[src/rtl/divider_unit.sv]
// Sequential radix-2 non-restoring divider, signed or unsigned, with a fixed latency.
// Optional macro DIV_FAST_SPECIAL_EN: divide-by-zero and signed overflow skip straight to DONE.
module divider_unit #(
    parameter int parallelism = 32
) (
    input  logic                   clk,
    input  logic                   rst,
    input  logic                   start,
    input  logic                   usigned,
    input  logic [parallelism-1:0] dividend,
    input  logic [parallelism-1:0] divisor,
    output logic                   busy,
    output logic                   done,
    output logic [parallelism-1:0] quotient,
    output logic [parallelism-1:0] remainder,
    output logic                   div_by_zero
);

    localparam int W     = parallelism;
    localparam int CNT_W = $clog2(W);
    localparam logic [CNT_W-1:0] LAST = CNT_W'(W - 1);

    localparam logic [2:0] S_IDLE = 3'd0;
    localparam logic [2:0] S_LOAD = 3'd1;
    localparam logic [2:0] S_ITER = 3'd2;
    localparam logic [2:0] S_FIX  = 3'd3;
    localparam logic [2:0] S_DONE = 3'd4;

    logic [2:0]       state;
    logic [CNT_W-1:0] count;
    logic [W-1:0]     in_a, in_b;
    logic             in_usg;
    logic [W-1:0]     a_sh;
    logic [W:0]       d_mag;
    logic [W:0]       p_rem;
    logic [W-1:0]     q_reg;
    logic             neg_q, neg_r, is_dz, is_ovf;

    logic             a_neg, b_neg, dz_c, ovf_c;
    logic [W-1:0]     a_abs, b_abs;
    logic [W:0]       shifted, p_next, rem_fix;
    logic [W-1:0]     rem_mag, q_fin, r_fin;
    logic             sel_dz, sel_ovf;
    logic [W-1:0]     res_q, res_r;

    // Operand conditioning from the raw operands captured on start; used in LOAD.
    always_comb begin
        a_neg = ~in_usg & in_a[W-1];
        b_neg = ~in_usg & in_b[W-1];
        a_abs = a_neg ? (~in_a + 1'b1) : in_a;
        b_abs = b_neg ? (~in_b + 1'b1) : in_b;
        dz_c  = (in_b == '0);
        ovf_c = ~in_usg && (in_a == {1'b1, {(W-1){1'b0}}}) && (in_b == '1);
    end

    // One non-restoring step: the new quotient bit is the complement of the new sign.
    always_comb begin
        shifted = {p_rem[W-1:0], a_sh[W-1]};
        p_next  = p_rem[W] ? (shifted + d_mag) : (shifted - d_mag);
    end

    always_comb begin
        rem_fix = p_rem[W] ? (p_rem + d_mag) : p_rem;
        rem_mag = rem_fix[W-1:0];
        q_fin   = neg_q ? (~q_reg + 1'b1) : q_reg;
        r_fin   = neg_r ? (~rem_mag + 1'b1) : rem_mag;
        sel_dz  = (state == S_LOAD) ? dz_c  : is_dz;
        sel_ovf = (state == S_LOAD) ? ovf_c : is_ovf;
        res_q   = q_fin;
        res_r   = r_fin;
        if (sel_dz) begin
            res_q = '1;
            res_r = in_a;
        end else if (sel_ovf) begin
            res_q = in_a;
            res_r = '0;
        end
    end

    always_ff @(posedge clk or posedge rst) begin
        if (rst) begin
            state       <= S_IDLE;
            count       <= '0;
            in_a        <= '0;
            in_b        <= '0;
            in_usg      <= 1'b0;
            a_sh        <= '0;
            d_mag       <= '0;
            p_rem       <= '0;
            q_reg       <= '0;
            neg_q       <= 1'b0;
            neg_r       <= 1'b0;
            is_dz       <= 1'b0;
            is_ovf      <= 1'b0;
            quotient    <= '0;
            remainder   <= '0;
            div_by_zero <= 1'b0;
        end else begin
            case (state)
                S_IDLE, S_DONE: begin
                    if (start) begin
                        in_a   <= dividend;
                        in_b   <= divisor;
                        in_usg <= usigned;
                        state  <= S_LOAD;
                    end else begin
                        state  <= S_IDLE;
                    end
                end
                S_LOAD: begin
                    a_sh   <= a_abs;
                    d_mag  <= {1'b0, b_abs};
                    p_rem  <= '0;
                    q_reg  <= '0;
                    neg_q  <= a_neg ^ b_neg;
                    neg_r  <= a_neg;
                    is_dz  <= dz_c;
                    is_ovf <= ovf_c;
                    count  <= '0;
`ifdef DIV_FAST_SPECIAL_EN
                    if (dz_c || ovf_c) begin
                        quotient    <= res_q;
                        remainder   <= res_r;
                        div_by_zero <= sel_dz;
                        state       <= S_DONE;
                    end else begin
                        state       <= S_ITER;
                    end
`else
                    state  <= S_ITER;
`endif
                end
                S_ITER: begin
                    p_rem <= p_next;
                    q_reg <= {q_reg[W-2:0], ~p_next[W]};
                    a_sh  <= {a_sh[W-2:0], 1'b0};
                    if (count == LAST) begin
                        state <= S_FIX;
                    end else begin
                        count <= count + 1'b1;
                    end
                end
                S_FIX: begin
                    quotient    <= res_q;
                    remainder   <= res_r;
                    div_by_zero <= sel_dz;
                    state       <= S_DONE;
                end
                default: state <= S_IDLE;
            endcase
        end
    end

    assign busy = (state == S_LOAD) || (state == S_ITER) || (state == S_FIX);
    assign done = (state == S_DONE);

endmodule

[config.mk]
export PLATFORM = sky130hd
export DESIGN_NAME = divider_unit
export DESIGN_NICKNAME = d
export VERILOG_FILES = /design/src/rtl/divider_unit.sv
export SDC_FILE = /design/constraint.sdc
export NUM_CORES = 1
export LEC_CHECK = 0
export CORE_MARGIN = 5
export CORE_UTILIZATION = 45
export DETAILED_ROUTE_END_ITERATION = 6
export GPL_TIMING_DRIVEN = 0
export HOLD_SLACK_MARGIN = 0.02
export PLACE_DENSITY = 0.79
export SYNTH_ARGS = -nofsm -noshare
export SYNTH_HDL_FRONTEND = slang
export SYNTH_SLANG_ARGS = --single-unit
[constraint.sdc]
create_clock -name clk -period 9.91 [get_ports clk]
set_input_delay 2.973 -clock clk [delete_from_list [all_inputs] [get_ports clk]]
set_output_delay 2.973 -clock clk [all_outputs]
set_load 0.02 [all_outputs]
==> impl_metrics.yaml <==
run_status:
  status: "complete, no violations"
clock_network:
  cts.sinks: 271
  cts.path.max_buffers: 3
  worst_skew_pair.late_latency_ps: 580
  cts_tree: "built"
  cts-resized-gates: 0
  clkTransAtPathRegs_ps: 60
  cts_made_buffers: 30
  clockRootBuffer: "clkbuf_16"
  cts.hold.buffers_added: 0
  htree_levels: 1
  post_cts_buffers: 0
power:
  power.density_nw_per_um2: 415.5
  leakagePower_uw: 0.008874
  irDropWorstVdd_mv: 0.2012
  total_power_uw: 8664
floorplanning:
  io_pins: 135
  die_height_um: 208.6
  fp-row-count: 72
  dieWidth_um: 208.6
  fp.dieArea_um2: 43520
  initial_core_util: 0.4571
  core_um2: 38830
detailed_routing:
  drc_errors: 0
  ant_nets: 0
  routedWlPerCell_um: 20.94
  wirelength_um: 56690
  drt_iter0_markers: 1706
  vias: 16690
  dr.pass1.iters: 6
  via_per_inst: 6.165
synthesis:
  synth_top_flop_cell: "dfrtp_1"
  synth_seq_cells: 271
  synthCells: 1996
  netlist_top_cells_count: "dfrtp_1 (271), nand2_1 (207), o21ai_0 (184), nor2_1 (173), a21oi_1 (147)"
  synthDistinctLibCells: 81
  synth_area_per_cell_um2: 8.893
  synth-seq-area-share: 0.3821
  synth_top_area_cell: "dfrtp_1"
  synth_top_area_frac: 0.3821
  synth_edf_count: 0
  syn_nets: 2137
  synth_area_um2: 17750
  ys_async_sr_fraction: 1.000
  synth.area.top_cells: "dfrtp_1 (38%), xor2_1 (5.5%), o21ai_0 (5.2%)"
  yosysWarningCount: 0
  synth.most_common_cell: "dfrtp_1"
hold_path:
  hold_class: "reg -> reg"
finish:
  layoutNonFillerInstCount: 2707
  drive_above_1_share: 0.07583
  area_growth_pct: 17.48
  nNetsFinal: 2309
  largest_reg_flops: 33
  diodes: 0
  utilization: 0.5371
  largest-register: "p_rem"
timing:
  timing.fmax_ghz: 0.1268
  tns_ps: 0
  finalMaxSlewViolations: 0
  worst_pin_slew_ps: 1342
  skew_ps: 16.29
  timing.slew.headroom: 0.09432
  setup_ws_ps: 2022
  hold_viol: 0
  layout_min_cycle_time_ps: 7888
  rsz0062_at_grt: "no"
  setup_viol: 0
  min_period_over_period: 0.7959
flow_run:
  cap_violations: 0
global_route:
  overflow: 0
  grt_max_degree: 44
  grt_pass1_vias: 16148
  gr-usage-all-layers: 0.2516
  antenna_found_initial: 1
  grt_first_pass_wirelength_um: 89780
worst_setup_path:
  required_ps: 10370
  crit_slowest_cell: "o311ai_0"
  crit_path_max_incr_delay_ps: 1150
  crit_path_start_kind: "flop"
  crit_chain: "buf_2, buf_1, buf_1, clkbuf_1, buf_2, clkbuf_1, buf_1, buf_1, a21oi_1, xor2_1, ha_1, o21ai_0, nand2b_1, a21oi_1, a21oi_1, a21o_1, a21oi_1, o21a_1, o311ai_0, a31o_2, mux2i_1, nand3_1"
  path_max_fanout: 10
  crit_path_end_kind: "flop"
  crit_arrival_ps: 8350
  path_class: "reg -> reg"
placed_design:
  io_buffers: 134
  place_inst: 2654
  place_ws_ps: 2311
  place.gp.congestion: 0.9479
  dpl.hpwl_um: 43670
## cell families (layout without fill, tap and decap cells)
kind of cell / Yosys count / count (layout) / share of synthesized area
AOI/OAI and AO/OA: 628 / 628 / 0.2308
and+or+nand+nor: 620 / 620 / 0.1647
DFF: 271 / 271 / 0.3821
xor gates and xnor gates: 183 / 183 / 0.09108
buffers and inverters: 151 / 344 / 0.03539
adders and majority gates: 73 / 73 / 0.05231
muxes: 70 / 70 / 0.04371
## layer usage
layer | share of wire | global-route usage
met1 | 0.43 | 0.3542
met2 | 0.45 | 0.3949
met3 | 0.093 | 0.04919
met4 | 0.035 | 0.07943
met5 | 0 | 0
## power by group
part | leakage, uW | total [uW] | internal [uW] | switching (uW)
Clock | 0.000486 | 1140 | 661 | 475
Combinational | 0.00505 | 5260 | 2140 | 3130
Sequential | 0.00334 | 2270 | 1600 | 664
## cell type report
| cell class | count | area [um^2] |
|---|---|---|
| Buffer | 111 | 473.0 |
| Multi-Input combinational cell | 1574 | 10340 |
| Sequential cell | 271 | 6782 |
| Fill cell | 3441 | 17970 |
| Timing Repair Buffer | 140 | 1461 |
| Inverter | 40 | 158.9 |
| Clock inverter | 11 | 122.6 |
| Clock buffer | 42 | 867.1 |
| Tap cell | 518 | 648.1 |
## worst paths after layout
path / startpoint / end / slack (ps) / cells after the start
max in group asynchronous: rst / quotient[3]$_DFFE_PP0P_ / 6110 / 4
worst min register to register: remainder[2]$_DFFE_PP0P_ / remainder[2]$_DFFE_PP0P_ / 490 / 2
min in group asynchronous: rst / remainder[23]$_DFFE_PP0P_ / 2850 / 2
worst min-delay path: remainder[2]$_DFFE_PP0P_ / remainder[2]$_DFFE_PP0P_ / 490 / 2
worst max-delay path: p_rem[32]$_DFFE_PP0P_ / p_rem[30]$_DFFE_PP0P_ / 2020 / 22
worst max register to register: p_rem[32]$_DFFE_PP0P_ / p_rem[30]$_DFFE_PP0P_ / 2020 / 22
## per-stage QoR
stage / hold slack (ps) / cell area, um^2
6_report: 487.8 / 20850
5_1_grt: 512.0 / 20850
4_1_cts: 489.7 / 20850
3_5_place_dp: 476.1 / 19860
3_3_place_gp: 473.9 / 19740
2_1_floorplan: 450.2 / 17750
## placed cells by master, fill, tap and decap left out, drive strengths merged, types with 12 or more instances in the layout
cell type,synthesis,final
clkbuf,83,125
nor2,174,174
a21o,32,32
inv,40,41
nor4,14,14
a211oi,15,15
clkdlybuf4s50,0,134
ha,71,71
xor2,111,111
o31ai,29,29
o21ai,194,194
or3,20,20
nand3,25,25
nand4,23,23
o21a,16,16
a22o,31,31
buf,28,34
nor3,48,48
and2,12,12
a21oi,148,148
dfrtp,271,271
or4,15,15
and3,16,16
xnor2,71,71
a221oi,16,16
a31oi,24,24
mux2,60,60
a22oi,35,35
o41ai,12,12
nand2,207,207
nand2b,25,25
## worst max-delay path, delay by kind of cell (launching register included)
family / cells / cell delay (ps)
buf+inv: 8 / 3820
compound gates: 9 / 2620
fa+ha+maj: 1 / 350
flops: 1 / 320
simple gates: 2 / 220
mux: 1 / 210
xor+xnor: 1 / 180
Note: power is estimated with default switching activity, not from simulation.
